### src/rtl/async_fifo_wr_side_if.sv
// Write-side FIFO bus: client request/clear and read-domain Gray pointer in; memory write port and status out.
// slave = write controller, master = the client/memory/read-side environment that drives it.
interface async_fifo_wr_side_if #(
    parameter int ADDR_WIDTH = 3
);
    logic                  w_request_in;
    logic                  w_overflow_clr_in;
    logic [ADDR_WIDTH:0]   r_gptr_in;
    logic                  w_en_out;
    logic [ADDR_WIDTH-1:0] w_addr_out;
    logic [ADDR_WIDTH:0]   w_gptr_out;
    logic                  w_full_out;
    logic                  w_almost_full_out;
    logic [ADDR_WIDTH:0]   w_level_out;
    logic                  w_overflow_out;

    modport slave (
        input  w_request_in, w_overflow_clr_in, r_gptr_in,
        output w_en_out, w_addr_out, w_gptr_out, w_full_out,
               w_almost_full_out, w_level_out, w_overflow_out
    );

    modport master (
        output w_request_in, w_overflow_clr_in, r_gptr_in,
        input  w_en_out, w_addr_out, w_gptr_out, w_full_out,
               w_almost_full_out, w_level_out, w_overflow_out
    );
endinterface

### src/rtl/async_fifo_wr_side.sv
// Write-domain controller of an async FIFO: pointers, read-pointer synchroniser, full/level/overflow status.
// Write commits on the edge where w_en_out=1 and status reflects it right after; requests while full are dropped and flagged.
module async_fifo_wr_side #(
    parameter int ADDR_WIDTH   = 3,
    parameter int SYNC_STAGES  = 2,
    parameter int AF_THRESHOLD = 6
) (
    input  logic                  w_clk_in,
    input  logic                  w_reset_n_in,
    async_fifo_wr_side_if.slave   bus
);
    localparam int PW = ADDR_WIDTH + 1;
    // Inverting the top two Gray bits of the read pointer gives the write pointer one lap ahead.
    localparam logic [PW-1:0] FULL_MASK = PW'(3) << (PW - 2);

    logic [PW-1:0] wbin_q, wbin_d;
    logic [PW-1:0] wgray_q, wgray_d;
    logic [PW-1:0] sync_q [SYNC_STAGES];
    logic [PW-1:0] sync_d [SYNC_STAGES];
    logic          ovf_q, ovf_d;

    logic [PW-1:0] rg_s;
    logic [PW-1:0] rbin_s;
    logic [PW-1:0] level;
    logic [PW-1:0] wbin_inc;
    logic          full;
    logic          w_en;

    function automatic logic [PW-1:0] gray2bin(input logic [PW-1:0] g);
        logic [PW-1:0] b;
        b[PW-1] = g[PW-1];
        for (int i = PW - 2; i >= 0; i--) begin
            b[i] = b[i+1] ^ g[i];
        end
        return b;
    endfunction

    function automatic logic [PW-1:0] bin2gray(input logic [PW-1:0] b);
        return b ^ (b >> 1);
    endfunction

    always_comb begin
        rg_s     = sync_q[SYNC_STAGES-1];
        rbin_s   = gray2bin(rg_s);
        level    = wbin_q - rbin_s;
        full     = (wgray_q == (rg_s ^ FULL_MASK));
        w_en     = bus.w_request_in & ~full & w_reset_n_in;
        wbin_inc = wbin_q + PW'(1);

        wbin_d  = wbin_q;
        wgray_d = wgray_q;
        if (w_en) begin
            wbin_d  = wbin_inc;
            wgray_d = bin2gray(wbin_inc);
        end

        sync_d[0] = bus.r_gptr_in;
        for (int i = 1; i < SYNC_STAGES; i++) begin
            sync_d[i] = sync_q[i-1];
        end

        // A dropped request on the same edge as a clear keeps the flag set.
        ovf_d = ovf_q;
        if (bus.w_request_in && full) begin
            ovf_d = 1'b1;
        end else if (bus.w_overflow_clr_in) begin
            ovf_d = 1'b0;
        end
    end

    always_ff @(posedge w_clk_in or negedge w_reset_n_in) begin
        if (!w_reset_n_in) begin
            wbin_q  <= '0;
            wgray_q <= '0;
            ovf_q   <= 1'b0;
            for (int i = 0; i < SYNC_STAGES; i++) begin
                sync_q[i] <= '0;
            end
        end else begin
            wbin_q  <= wbin_d;
            wgray_q <= wgray_d;
            ovf_q   <= ovf_d;
            for (int i = 0; i < SYNC_STAGES; i++) begin
                sync_q[i] <= sync_d[i];
            end
        end
    end

    assign bus.w_en_out          = w_en;
    assign bus.w_addr_out        = wbin_q[ADDR_WIDTH-1:0];
    assign bus.w_gptr_out        = wgray_q;
    assign bus.w_full_out        = full;
    assign bus.w_almost_full_out = (32'(level) >= AF_THRESHOLD);
    assign bus.w_level_out       = level;
    assign bus.w_overflow_out    = ovf_q;
endmodule

### src/flat_wrapper.sv
// flat-port wrapper written by rule: the top's interface ports become plain ports
module async_fifo_wr_side_flat 
#(
    parameter int ADDR_WIDTH   = 3,
    parameter int SYNC_STAGES  = 2,
    parameter int AF_THRESHOLD = 6
)
  (w_clk_in, w_reset_n_in, bus_w_request_in, bus_w_overflow_clr_in, bus_r_gptr_in, bus_w_en_out, bus_w_addr_out, bus_w_gptr_out, bus_w_full_out, bus_w_almost_full_out, bus_w_level_out, bus_w_overflow_out);
  async_fifo_wr_side_if #(.ADDR_WIDTH(ADDR_WIDTH)) bus_i ();
  input  logic w_clk_in;
  input  logic w_reset_n_in;
  input wire logic [$bits(bus_i.w_request_in)-1:0] bus_w_request_in;
  input wire logic [$bits(bus_i.w_overflow_clr_in)-1:0] bus_w_overflow_clr_in;
  input wire logic [$bits(bus_i.r_gptr_in)-1:0] bus_r_gptr_in;
  output wire logic [$bits(bus_i.w_en_out)-1:0] bus_w_en_out;
  output wire logic [$bits(bus_i.w_addr_out)-1:0] bus_w_addr_out;
  output wire logic [$bits(bus_i.w_gptr_out)-1:0] bus_w_gptr_out;
  output wire logic [$bits(bus_i.w_full_out)-1:0] bus_w_full_out;
  output wire logic [$bits(bus_i.w_almost_full_out)-1:0] bus_w_almost_full_out;
  output wire logic [$bits(bus_i.w_level_out)-1:0] bus_w_level_out;
  output wire logic [$bits(bus_i.w_overflow_out)-1:0] bus_w_overflow_out;
  assign bus_i.w_request_in = bus_w_request_in;
  assign bus_i.w_overflow_clr_in = bus_w_overflow_clr_in;
  assign bus_i.r_gptr_in = bus_r_gptr_in;
  assign bus_w_en_out = bus_i.w_en_out;
  assign bus_w_addr_out = bus_i.w_addr_out;
  assign bus_w_gptr_out = bus_i.w_gptr_out;
  assign bus_w_full_out = bus_i.w_full_out;
  assign bus_w_almost_full_out = bus_i.w_almost_full_out;
  assign bus_w_level_out = bus_i.w_level_out;
  assign bus_w_overflow_out = bus_i.w_overflow_out;
  async_fifo_wr_side #(.ADDR_WIDTH(ADDR_WIDTH), .SYNC_STAGES(SYNC_STAGES), .AF_THRESHOLD(AF_THRESHOLD)) u_core (.w_clk_in(w_clk_in), .w_reset_n_in(w_reset_n_in), .bus(bus_i));
endmodule
### config.mk
export PLATFORM = sky130hd
export DESIGN_NAME = async_fifo_wr_side_flat
export DESIGN_NICKNAME = d
export VERILOG_FILES = /design/src/rtl/async_fifo_wr_side_if.sv /design/src/rtl/async_fifo_wr_side.sv /design/src/flat_wrapper.sv
export SDC_FILE = /design/constraint.sdc
export NUM_CORES = 1
export LEC_CHECK = 0
export CAP_MARGIN = 20
export CORE_MARGIN = 8
export CORE_UTILIZATION = 48
export DETAILED_ROUTE_END_ITERATION = 16
export GPL_ROUTABILITY_DRIVEN = 1
export PLACE_DENSITY = 0.85
export SYNTH_ARGS = -nofsm -noshare
export SYNTH_HDL_FRONTEND = slang
export SYNTH_SLANG_ARGS = --single-unit
### constraint.sdc
create_clock -name w_clk_in -period 5.6 [get_ports w_clk_in]
set_clock_uncertainty 0.1 [all_clocks]
set_input_delay 1.12 -clock w_clk_in [delete_from_list [all_inputs] [get_ports w_clk_in]]
set_output_delay 1.12 -clock w_clk_in [all_outputs]
set_load 0.05 [all_outputs]
# --- After elaboration in Yosys (flattened, before gate mapping) ---
# Cells that the tools add are included.
op_classes:
  bitwise_logic: 8
  reduce_logical: 2
  n_mux: 2
  addsub: 2
  n_lt_le_gt_ge: 1
  n_eq_ne: 1
op_table:
  columns: ["cell", "n"]
  rows:
  - ["$add A4 B1 Y4 const B", 1]
  - ["$eq A4 B4 Y1", 1]
  - ["$ge A4 B3 Y1 const B", 1]
  - ["$sub A4 B4 Y4", 1]
  - ["$xor A4 B3 Y4", 1]
  - ["$xor A1 B1 Y1", 3]
  - ["$and A1 B1 Y1", 2]
  - ["$mux W1", 2]
  - ["$not A2 Y2", 1]
  - ["$reduce_bool A2 Y1", 1]
  - ["$logic_and A1 B1 Y1", 1]
  - ["$not A1 Y1", 1]
totals:
  inputBits: 8
  reg_bits: 17

# --- Logic depth before layout (Yosys ltp) ---
logic_depth:
  ltp_word: 5
  mapped_depth: 9
  ltp_nobuf: 9

# --- Worst setup path before layout ---
# OpenSTA, ideal clock, no wires.
synth_path:
  path_type: "register to output"
  startpoint: "reg u_core.sync_q, in the netlist u_core.rg_s[3]"
  endpoint: "out bus_w_almost_full_out"
  required_time_ns: 4.380
  t_arrival_ns: 3.124
  path_stages_with_launch: 10
  path_buffers: 0
  path_slack_ns: 1.256
  path_cell_list: "dfrtp_1 -> xnor2_1 -> xor2_1 -> xnor2_1 -> ha_1 -> inv_1 -> fa_1 -> xor2_1 -> nand2_1 -> o21ai_0"
synth_via:
  elab_chain_cells: 5
synth_lines:
  columns: ["item", "line_no", "rtl"]
  rows:
  - ["start, declared", "async_fifo_wr_side.sv:18", "logic [PW-1:0] sync_q [SYNC_STAGES];"]
  - ["start signal, assigned by index", "async_fifo_wr_side.sv:84", "sync_q[i] <= sync_d[i];"]
  - ["$xor A1 B1 Y1 (*)", "async_fifo_wr_side.sv:33", "b[i] = b[i+1] ^ g[i];"]
  - ["$xor A1 B1 Y1 (2 in a row)", "async_fifo_wr_side.sv:33", null]
  - ["$sub A4 B4 Y4 (*)", "async_fifo_wr_side.sv:45", "level = wbin_q - rbin_s;"]
  - ["net bus_w_level_out[2]", "flat_wrapper.sv:20", "output wire logic [$bits(bus_i.w_level_out)-1:0] bus_w_level_out;"]
  - ["$ge A4 B3 Y1 (*)", "async_fifo_wr_side.sv:93", "assign bus.w_almost_full_out = (32'(level) >= AF_THRESHOLD);"]
  - ["end, declared", "flat_wrapper.sv:19", "output wire logic [$bits(bus_i.w_almost_full_out)-1:0] bus_w_almost_full_out;"]
# The timed path passes the listed nets; every way through them passes the cells marked *.

# --- Final worst setup path ---
layout_path:
  startpoint: "reg u_core.sync_q, in the netlist u_core.rg_s[3]"
  endpoint: "out bus_w_almost_full_out"
layout_via:
  elab_chain_cells: 5
layout_lines:
  columns: ["item", "line_no"]
  rows:
  - ["$xor A1 B1 Y1 (3 in a row)", "async_fifo_wr_side.sv:33"]
  - ["$sub A4 B4 Y4 (*)", "async_fifo_wr_side.sv:45"]
  - ["$ge A4 B3 Y1 (*)", "async_fifo_wr_side.sv:93"]
# Mark *: on every way between the ends. The rest lies on a longest branch, timed or not.

==> results.txt <==
status = completed
CTS tree = done
hold path depth = 0
Post-Syn Nets = 75
Worst-path clk slew = 0.08 ns
GPL Wtd Cong = 0.725
clock sink count = 16
io pins = 23
Antenna Cells = 0
Mapped Cells = 62
Max-slew headroom = 0.662
Worst Hold End = u_core.rg_s[1]
Yosys Warn Count = 0
GRT met2 Usage = 0.174
clock buffer depth = 2
Post-route DRC = 0
worst path arrival time = 3.25 ns
final hold violations = 0
share of cells above drive strength 1 = 0.146
Min-Delay Startpoint = u_core.sync_d[1]
TNS Setup = 0 ns
total CTS buffers = 3
Slowest cell on crit path = clkdlybuf4s50_1
Crit Path Max Fanout = 3
Util after Layout = 0.702
Routed Antenna Nets = 0
gr ovfl total = 0
clk_lat worst skew = 0.28 ns
R2R depth = 4
core area = 1520 um^2
vias = 545
First-pass DRT Iterations = 1
Cell Chain, Critical Path = xnor2_1 -> xor2_1 -> xnor2_1 -> ha_1 -> inv_1 -> fa_1 -> xor2_1 -> nand2_1 -> o21ai_0 -> clkdlybuf4s50_1
RSZ-0062 raised after global routing = no
initial antenna violation count = 0
clk root buf = clkbuf_4
required time worst endpoint = 4.38 ns
FF-to-FF setup slack = 3.96 ns
gr usage total = 0.109
period utilization = 0.799
kind of critical path = reg -> out
Die Footprint = 3190 um^2
vias in the first global route = 605
met1 Use GR = 0.120
Final setup viols = 0
first-pass GRT wire length = 2820 um
Pins Over Slew Limit = 0
Initial Utilization = 0.516
cts repair resizes = 0
reg2reg end = u_core.bus.w_gptr_out[1]
number of distinct library cells after synthesis = 17
Vias/cell = 5.19
DRT iter0 DRCs = 0
sequential fraction of the synthesis area = 0.510
flops & latches, synth = 16
CP Capture Type = output pin
area delta synth->final = 36.1%
Least-Margin Pin Slew = 0.505 ns
reg2reg start = u_core.wbin_q[1]
largest net degree at the start of global routing = 18
cell row count = 14
H-tree depth = 1
buffers inserted by post-CTS timing repair = 0
# port buffers = 22
Worst setup SP type = flip-flop
die height = 56.5 um
CP peak stage delay = 0.83 ns
Avg Inst Size Synth = 12.7 um^2
met3 usage = 0.0337
Post-Route WL = 1510 um
HPWL Detailed = 1240 um
max_cap viols = 0
Die W = 56.5 um
Fmax = 0.224 GHz
Final nets = 103
Min Clock Period, post-route = 4.47 ns
Synth Cell Area = 786 um^2
CTS Hold Bufs = 0
Worst Hold Class = reg -> reg
post-DR wirelength/cell = 14.4 um
global routing's busiest layer = met2
[how the worst max path moves through the flow]
stage,from,end,slack (ns)
after CTS,u_core.rg_s[3],bus_w_almost_full_out,1.07
after detailed placement,w_reset_n_in,bus_w_en_out,1.23
after global routing,u_core.rg_s[3],bus_w_almost_full_out,0.90
after global placement,w_reset_n_in,bus_w_en_out,1.25
final,u_core.rg_s[3],bus_w_almost_full_out,1.13
after floorplan,u_core.rg_s[3],bus_w_almost_full_out,1.26
[stage by stage]
step           hold slack (ns)  setup slack, ns  cells  area [um^2]
2_1_floorplan            0.231             1.26     62          786
3_3_place_gp             0.233             1.25    101         1030
3_5_place_dp             0.235             1.23    101         1030
4_1_cts                  0.254             1.07    105         1070
5_1_grt                  0.271            0.900    105         1070
6_report                 0.253             1.13    105         1070
[synth_stat cells, drive strengths merged]
cell type	instances	area, um^2
dfrtp	16	400
xnor2	11	96.3
nand2	6	22.5
inv	5	18.8
xor2	5	51.3
ha	4	50.1
mux2	4	45.0
o21ai	3	15.0
a21oi	1	5.00
a41oi	1	27.5
and3	1	7.51
and4	1	10.0
fa	1	20.0
nand4	1	6.26
nor2	1	3.75
nor2b	1	6.26
[area by class of cell]
type | count | area (um^2)
flip-flops and latches | 16 | 400
fillers | 121 | 454
inverters | 5 | 18.8
multi-input cells | 41 | 367
well taps | 16 | 20.0
clock buffers | 4 | 36.3
repair buffers | 23 | 228
[cell usage in the layout, fill, tap and decap left out, drive strengths merged]
cell           instances
o21ai                  3
a41oi                  1
buf                    1
xor2                   5
inv                    5
nor2                   1
clkdlybuf4s50         22
xnor2                 11
and3                   1
dfrtp                 16
mux2                   4
ha                     4
nand2                  6
fa                     1
nand4                  1
clkbuf                 4
nor2b                  1
a21oi                  1
and4                   1
[critical path, delay by kind of cell (launching register included)]
kind	cells	cell delay, ns
AOI/OAI and AO/OA	1	0.07
xor gates and xnor gates	4	0.95
and+or+nand+nor	1	0.08
adders and majority gates	2	0.55
DFF	1	0.43
buffers and inverters	2	0.88
[logic make-up after synthesis]
logic type | share of synthesized area
muxes | 0.0573
DFF | 0.510
xor gates and xnor gates | 0.188
and+or+nand+nor | 0.0717
buffers and inverters | 0.0239
AOI/OAI and AO/OA | 0.0605
adders and majority gates | 0.0892
[routing by layer]
layer	routed length, um	vias to the layer above
met5	0	-
met4	56	0
met3	88	7
met2	774	17
met1	588	264
li1	-	257
[sequential cells by signal, summed over array words and instances, names as in the netlist]
name                       count
u_core.rg_s                    4
u_core.wbin_q                  3
u_core.bus.w_overflow_out      1
u_core.sync_d                  4
u_core.bus.w_gptr_out          4
Power is not shown: default switching activity piles up to over one toggle a cycle in this logic, so the estimate is an artifact.
